`src/rtl/alu_arbiter.sv`:
```
// alu_arbiter: round-robin arbiter sharing one combinational ALU between two valid/ready requesters
module alu_arbiter (
  input  logic        CLK,
  input  logic        nRST,
  input  logic        r0_valid,
  input  logic        r1_valid,
  output logic        r0_ready,
  output logic        r1_ready,
  input  logic [31:0] r0_portA,
  input  logic [31:0] r0_portB,
  input  logic [31:0] r1_portA,
  input  logic [31:0] r1_portB,
  input  logic [3:0]  r0_aluop,
  input  logic [3:0]  r1_aluop,
  output logic        r0_rvalid,
  output logic        r1_rvalid,
  input  logic        r0_rready,
  input  logic        r1_rready,
  output logic [31:0] rsp_result,
  output logic        rsp_neg,
  output logic        rsp_ovf,
  output logic        rsp_zero,
  output logic [31:0] alu_portA,
  output logic [31:0] alu_portB,
  output logic [3:0]  alu_aluop,
  input  logic [31:0] alu_result,
  input  logic        alu_neg,
  input  logic        alu_ovf,
  input  logic        alu_zero,
  output logic        busy,
  output logic        grant
);
  typedef enum logic [1:0] {IDLE, EXEC, RESP} state_t;
  state_t state;
  logic last, any, pick, accept;
  assign any = r0_valid | r1_valid;
  assign pick = (r0_valid & r1_valid) ? ~last : r1_valid;
  assign r0_ready = nRST & (state == IDLE) & any & ~pick;
  assign r1_ready = nRST & (state == IDLE) & any & pick;
  assign r0_rvalid = (state == RESP) & ~grant;
  assign r1_rvalid = (state == RESP) & grant;
  assign accept = grant ? r1_rready : r0_rready;
  assign busy = state != IDLE;
  always_ff @(posedge CLK or negedge nRST)
    if (!nRST) begin
      state <= IDLE;
      last <= 1'b1;
      grant <= 1'b0;
      alu_portA <= '0;
      alu_portB <= '0;
      alu_aluop <= '0;
      rsp_result <= '0;
      rsp_neg <= 1'b0;
      rsp_ovf <= 1'b0;
      rsp_zero <= 1'b0;
    end else begin
      case (state)
        IDLE: if (any) begin
          state <= EXEC;
          grant <= pick;
          last <= pick;
          alu_portA <= pick ? r1_portA : r0_portA;
          alu_portB <= pick ? r1_portB : r0_portB;
          alu_aluop <= pick ? r1_aluop : r0_aluop;
        end
        EXEC: begin
          state <= RESP;
          rsp_result <= alu_result;
          rsp_neg <= alu_neg;
          rsp_ovf <= alu_ovf;
          rsp_zero <= alu_zero;
        end
        RESP: if (accept) state <= IDLE;
        default: state <= IDLE;
      endcase
    end
endmodule
```
`config.mk`:
```
export PLATFORM = sky130hd
export DESIGN_NAME = alu_arbiter
export DESIGN_NICKNAME = d
export VERILOG_FILES = /design/src/rtl/alu_arbiter.sv
export SDC_FILE = /design/constraint.sdc
export NUM_CORES = 1
export LEC_CHECK = 0
export ABC_AREA = 1
export CAP_MARGIN = 20
export CORE_AREA = 2 2 122 112
export CTS_CLUSTER_DIAMETER = 150
export DETAILED_ROUTE_END_ITERATION = 7
export DIE_AREA = 0 0 124 114
export PLACE_DENSITY = 0.86
export SYNTH_ARGS = -nofsm -noshare
export SYNTH_HDL_FRONTEND = slang
export SYNTH_SLANG_ARGS = --single-unit
```
`constraint.sdc`:
```
create_clock -name CLK -period 2.48 [get_ports CLK]
set_input_delay 0.248 -clock CLK [delete_from_list [all_inputs] [get_ports CLK]]
set_output_delay 0.248 -clock CLK [all_outputs]
set_load 0.005 [all_outputs]
```
# == Yosys cells after proc, flatten, opt, wreduce, memory -nomap -nowiden ==
# Cells that the tools add are included.
# Widths: inputs -> output; s select.
# totals
reg_bits,107
inputBits,177
output_inout_bits,109
# classes
eq_ne,4
mux,8
bitwise_logic,11
n_reduce_logical,4
# ops
cell,count
$mux 32,2
$and 1x1->1,7
$pmux 2 s3,1
$mux 2,2
$mux 4,1
$ne 2x2->1 const B,2
$reduce_and 2->1,2
$not 1->1,3
$eq 2x1->1 const B,1
$eq 2x2->1 const B,1
$logic_not 2->1,1
$mux 1,2
$reduce_bool 2->1,1
$or 1x1->1,1

# == Logic depth before layout (Yosys ltp) ==
# logic_depth
ltp_word,4
depth_mapped,7
ltp_nobuf,6

# == Worst setup path after synthesis ==
# OpenSTA, ideal clock, no wires.
# synth_path
path_kind,reg-to-output
startpoint,reg last
endpoint,out r0_ready
arrival_time_ps,1063
required_ps,2232
path_slack_ps,1169
stages_incl_launch_ff,6
path_cell_list,dfstp_2 -> nand2_2 -> nand2_2 -> buf_4 -> inv_2 -> nor3_1
# synth_via
elab_chain_len,4
# synth_rtl
element,line_no,rtl
from (decl),35,"logic last, any, pick, accept;"
from (signal assigned),61,last <= pick;
$not 1->1,37,assign pick = (r0_valid & r1_valid) ? ~last : r1_valid;
$mux 1,37,
$not 1->1,38,assign r0_ready = nRST & (state == IDLE) & any & ~pick;
$and 1x1->1,38,
to (decl),7,"output logic r0_ready,"
# Every way passes these cells.

# == Final worst setup path ==
# layout_path
startpoint,reg state[1]
endpoint,out r0_ready
# layout_via
elab_chain_len,4
# layout_rtl
element,line_no,rtl
from (decl),34,state_t state;
from (signal assigned),46,state <= IDLE;
from (signal assigned),59,state <= EXEC;
from (signal assigned),67,state <= RESP;
$logic_not 2->1,38,
$and 1x1->1 (3 in series),38,
# Every way passes these cells.

==> metrics.csv <==
stage,metric,value,unit
outcome,outcome,"finished, final reports clean",
global_routing,grt_usage,24.0,%
logic_synthesis,yosys-top-cells-count,"282 x nand2_1, 172 x nand3_1, 141 x inv_1, 106 x dfrtp_1, 30 x buf_2",
clock_network,h-tree-depth,3,
timing,setup-tns-final,0,ps
detailed_routing,ant_nets,0,
clock_network,cts_setup_buffers,0,
critical_path,critical_path.slowest_cell,clkdlybuf4s50_1,
timing,finalSetupViolCount,0,
critical_path,worstPathCellList,"inv_1, nand2_1, inv_2, nand2_2, nor3_1, clkdlybuf4s50_1",
logic_synthesis,async_reset_ff_share,100,%
timing,slew_headroom,40.5,%
power_and_ir_drop,p_leak,0.00456,uW
critical_path,cp.arrival,1850,ps
global_routing,grt_antenna_before_repair,0,
logic_synthesis,synth_nets,940,
global_routing,grt_max_degree,72,
detailed_routing,wl,17100,um
critical_path,cp_num_buf_inv,3,
layout,areaGrowthSynthToFinish,58.6,%
placed_design,dp_hpwl,12000,um
timing,rsz0062_at_grt,false,
clock_network,cts_sinks,107,
placed_design,io_buffers,285,
logic_synthesis,netlist_area,0.00545,mm2
global_routing,grt_pass1_wl,26600,um
die,fp.dieArea,0.0141,mm2
detailed_routing,first_pass_iters,5,
layout,design_area,0.00864,mm2
detailed_routing,dr_total_vias,5721,
detailed_routing,dr_wl_met3,1580,um
die,pin_count,286,
critical_path,slowest_delay,530,ps
clock_network,insertion_delay,340,ps
die,die_x,124,um
global_routing,grt_pass1_vias,5399,
detailed_routing,route.detailed.wl_per_inst,14.3,um
clock_network,cts_tree,yes,
die,core_area,0.0130,mm2
die,floorplan.initialDensity,41.9,%
critical_path,cp_max_fo,3,
critical_path,crit_family,buffers and inverters,
power_and_ir_drop,p_per_area,1050,mW/mm2
detailed_routing,met1_length,6930,um
critical_path,critPathKind,reg -> out,
logic_synthesis,synth_top_area_share,48.7,%
critical_path,worstSetupEndpointType,primary output,
layout,drive_gt1_share,3.51,%
clock_network,cts_resized,0,
detailed_routing,drc,0,
detailed_routing,wl_met2,8150,um
logic_synthesis,synth_area_leaders,"dfrtp_1 49%, nand2_1 19%, nand3_1 16%, inv_1 9.7%, buf_2 2.8%",
layout,fill_cells,1093,
critical_path,r2r_cells,7,
logic_synthesis,synth_ff_type,dfrtp_1,
timing,fin_crit,2100,ps
critical_path,r2r_start,state[0],
layout,multi_input_area,0.00199,mm2
power_and_ir_drop,total_power,9120,uW
run,drv_cap,0,
timing,finClkSkew,11.0,ps
timing,fmax,476,MHz
logic_synthesis,synth_most_common_cell,nand2_1,
logic_synthesis,yosysWarnings,0,
timing,hold_viol,0,
timing,timing.final.crit_share,84.7,%
clock_network,cts_hold_buf,0,
logic_synthesis,synth-seq-area-share,49.2,%
critical_path,reg2reg_setup_slack,710,ps
critical_path,startpoint_type,register,
clock_network,cts_root_buffer,clkbuf_16,
die,rows,40,
critical_path,critical_path_required,2230,ps
detailed_routing,vias_per_cell,4.79,
clock_network,clk_transition_reported_paths,80,ps
logic_synthesis,synth_top_area_cell,dfrtp_1,
detailed_routing,top_signal_layer_used,met4,
clock_network,clk_path_buf_depth,2,
layout,num-nets-final,1199,
logic_synthesis,postSynthCellCount,763,
layout,regArea,0.00268,mm2
timing,tightest_slew,893,ps
critical_path,r2r_end,alu_portA[7],
die,fp.dieH,114,um
hold_path,hold_class,in -> async,
layout,diodes,0,
logic_synthesis,yosys.cell_types.count,16,
logic_synthesis,syn_avg_cell_area,7.14,um2
global_routing,gr-total-overflow,0,
detailed_routing,drt_iter0_markers,394,
logic_synthesis,synth-seq-cells,107,
placed_design,placed_area,0.00835,mm2
logic_synthesis,synth_edf_count,0,
placed_design,place.gp.congestion,0.822,
power_and_ir_drop,peakVddDrop,1.12,mV
clock_network,cts_inserted_buffers,9,
timing,finalMaxSlewViolations,0,
-- metrics by stage --
step	setup WS (ps)	utilization (%)	cells	hold WS, ps
after floorplan	1170	-	763	-47.6
after global placement	528	64.2	1179	381
after detailed placement	505	64.2	1179	385
after CTS	364	66.4	1195	16.7
after global routing	225	66.4	1195	48.3
final	380	66.4	1195	3.17
-- report_power, final --
part | switching, uW | internal (uW) | total (uW)
combinational | 2170 | 2390 | 4560
clock | 630 | 786 | 1420
sequential | 498 | 2640 | 3140
-- cells in the final DEF, fill, tap and decap left out, types with 3 or more instances in the layout --
| cell type | netlist | routed |
|---|---|---|
| nor2_1 | 4 | 4 |
| nand2_2 | 3 | 3 |
| inv_2 | 3 | 3 |
| inv_1 | 141 | 141 |
| nand3_1 | 172 | 172 |
| buf_4 | 2 | 10 |
| clkdlybuf4s50_1 | 0 | 283 |
| clkbuf_16 | 0 | 9 |
| dfrtp_1 | 106 | 106 |
| nand2_1 | 282 | 282 |
-- area by class of cell --
cell class	instances	share of cell area (%)
Sequential cell	107	31.0
Clock inverter	6	0.753
Timing Repair Buffer	295	33.9
Clock buffer	10	2.65
Inverter	144	6.25
Multi-Input combinational cell	465	23.0
Tap cell	168	2.43
-- how the worst max path moves through the flow --
| stage | startpoint | to | slack, ps | depth (start not counted) |
|---|---|---|---|---|
| after floorplan | last | r0_ready | 1170 | 5 |
| after global placement | r0_valid | alu_portB[6] | 530 | 6 |
| after detailed placement | r0_valid | alu_portB[6] | 510 | 6 |
| after CTS | state[0] | r0_ready | 360 | 6 |
| after global routing | state[1] | r1_ready | 220 | 6 |
| final | state[1] | r0_ready | 380 | 6 |
-- metal layers --
layer | vias to the layer above | GRT usage, %
met1 | 2635 | 29.9
met3 | 31 | 6.35
met2 | 246 | 40.0
met5 | - | 0
met4 | 0 | 8.84
li1 | 2809 | -
-- state kept, by name, indices dropped and copies added, names as in the netlist --
signal,cells
grant,1
rsp_neg,1
rsp_result,32
state,2
alu_portA,32
last,1
rsp_ovf,1
alu_portB,32
rsp_zero,1
alu_aluop,4
-- cell families after synthesis --
logic type	after synthesis	synth area share (%)
compound gates	1	0.0918
buf+inv	191	14.4
flops	107	49.2
simple gates	464	36.3
Note: power is estimated with default switching activity, not from simulation.
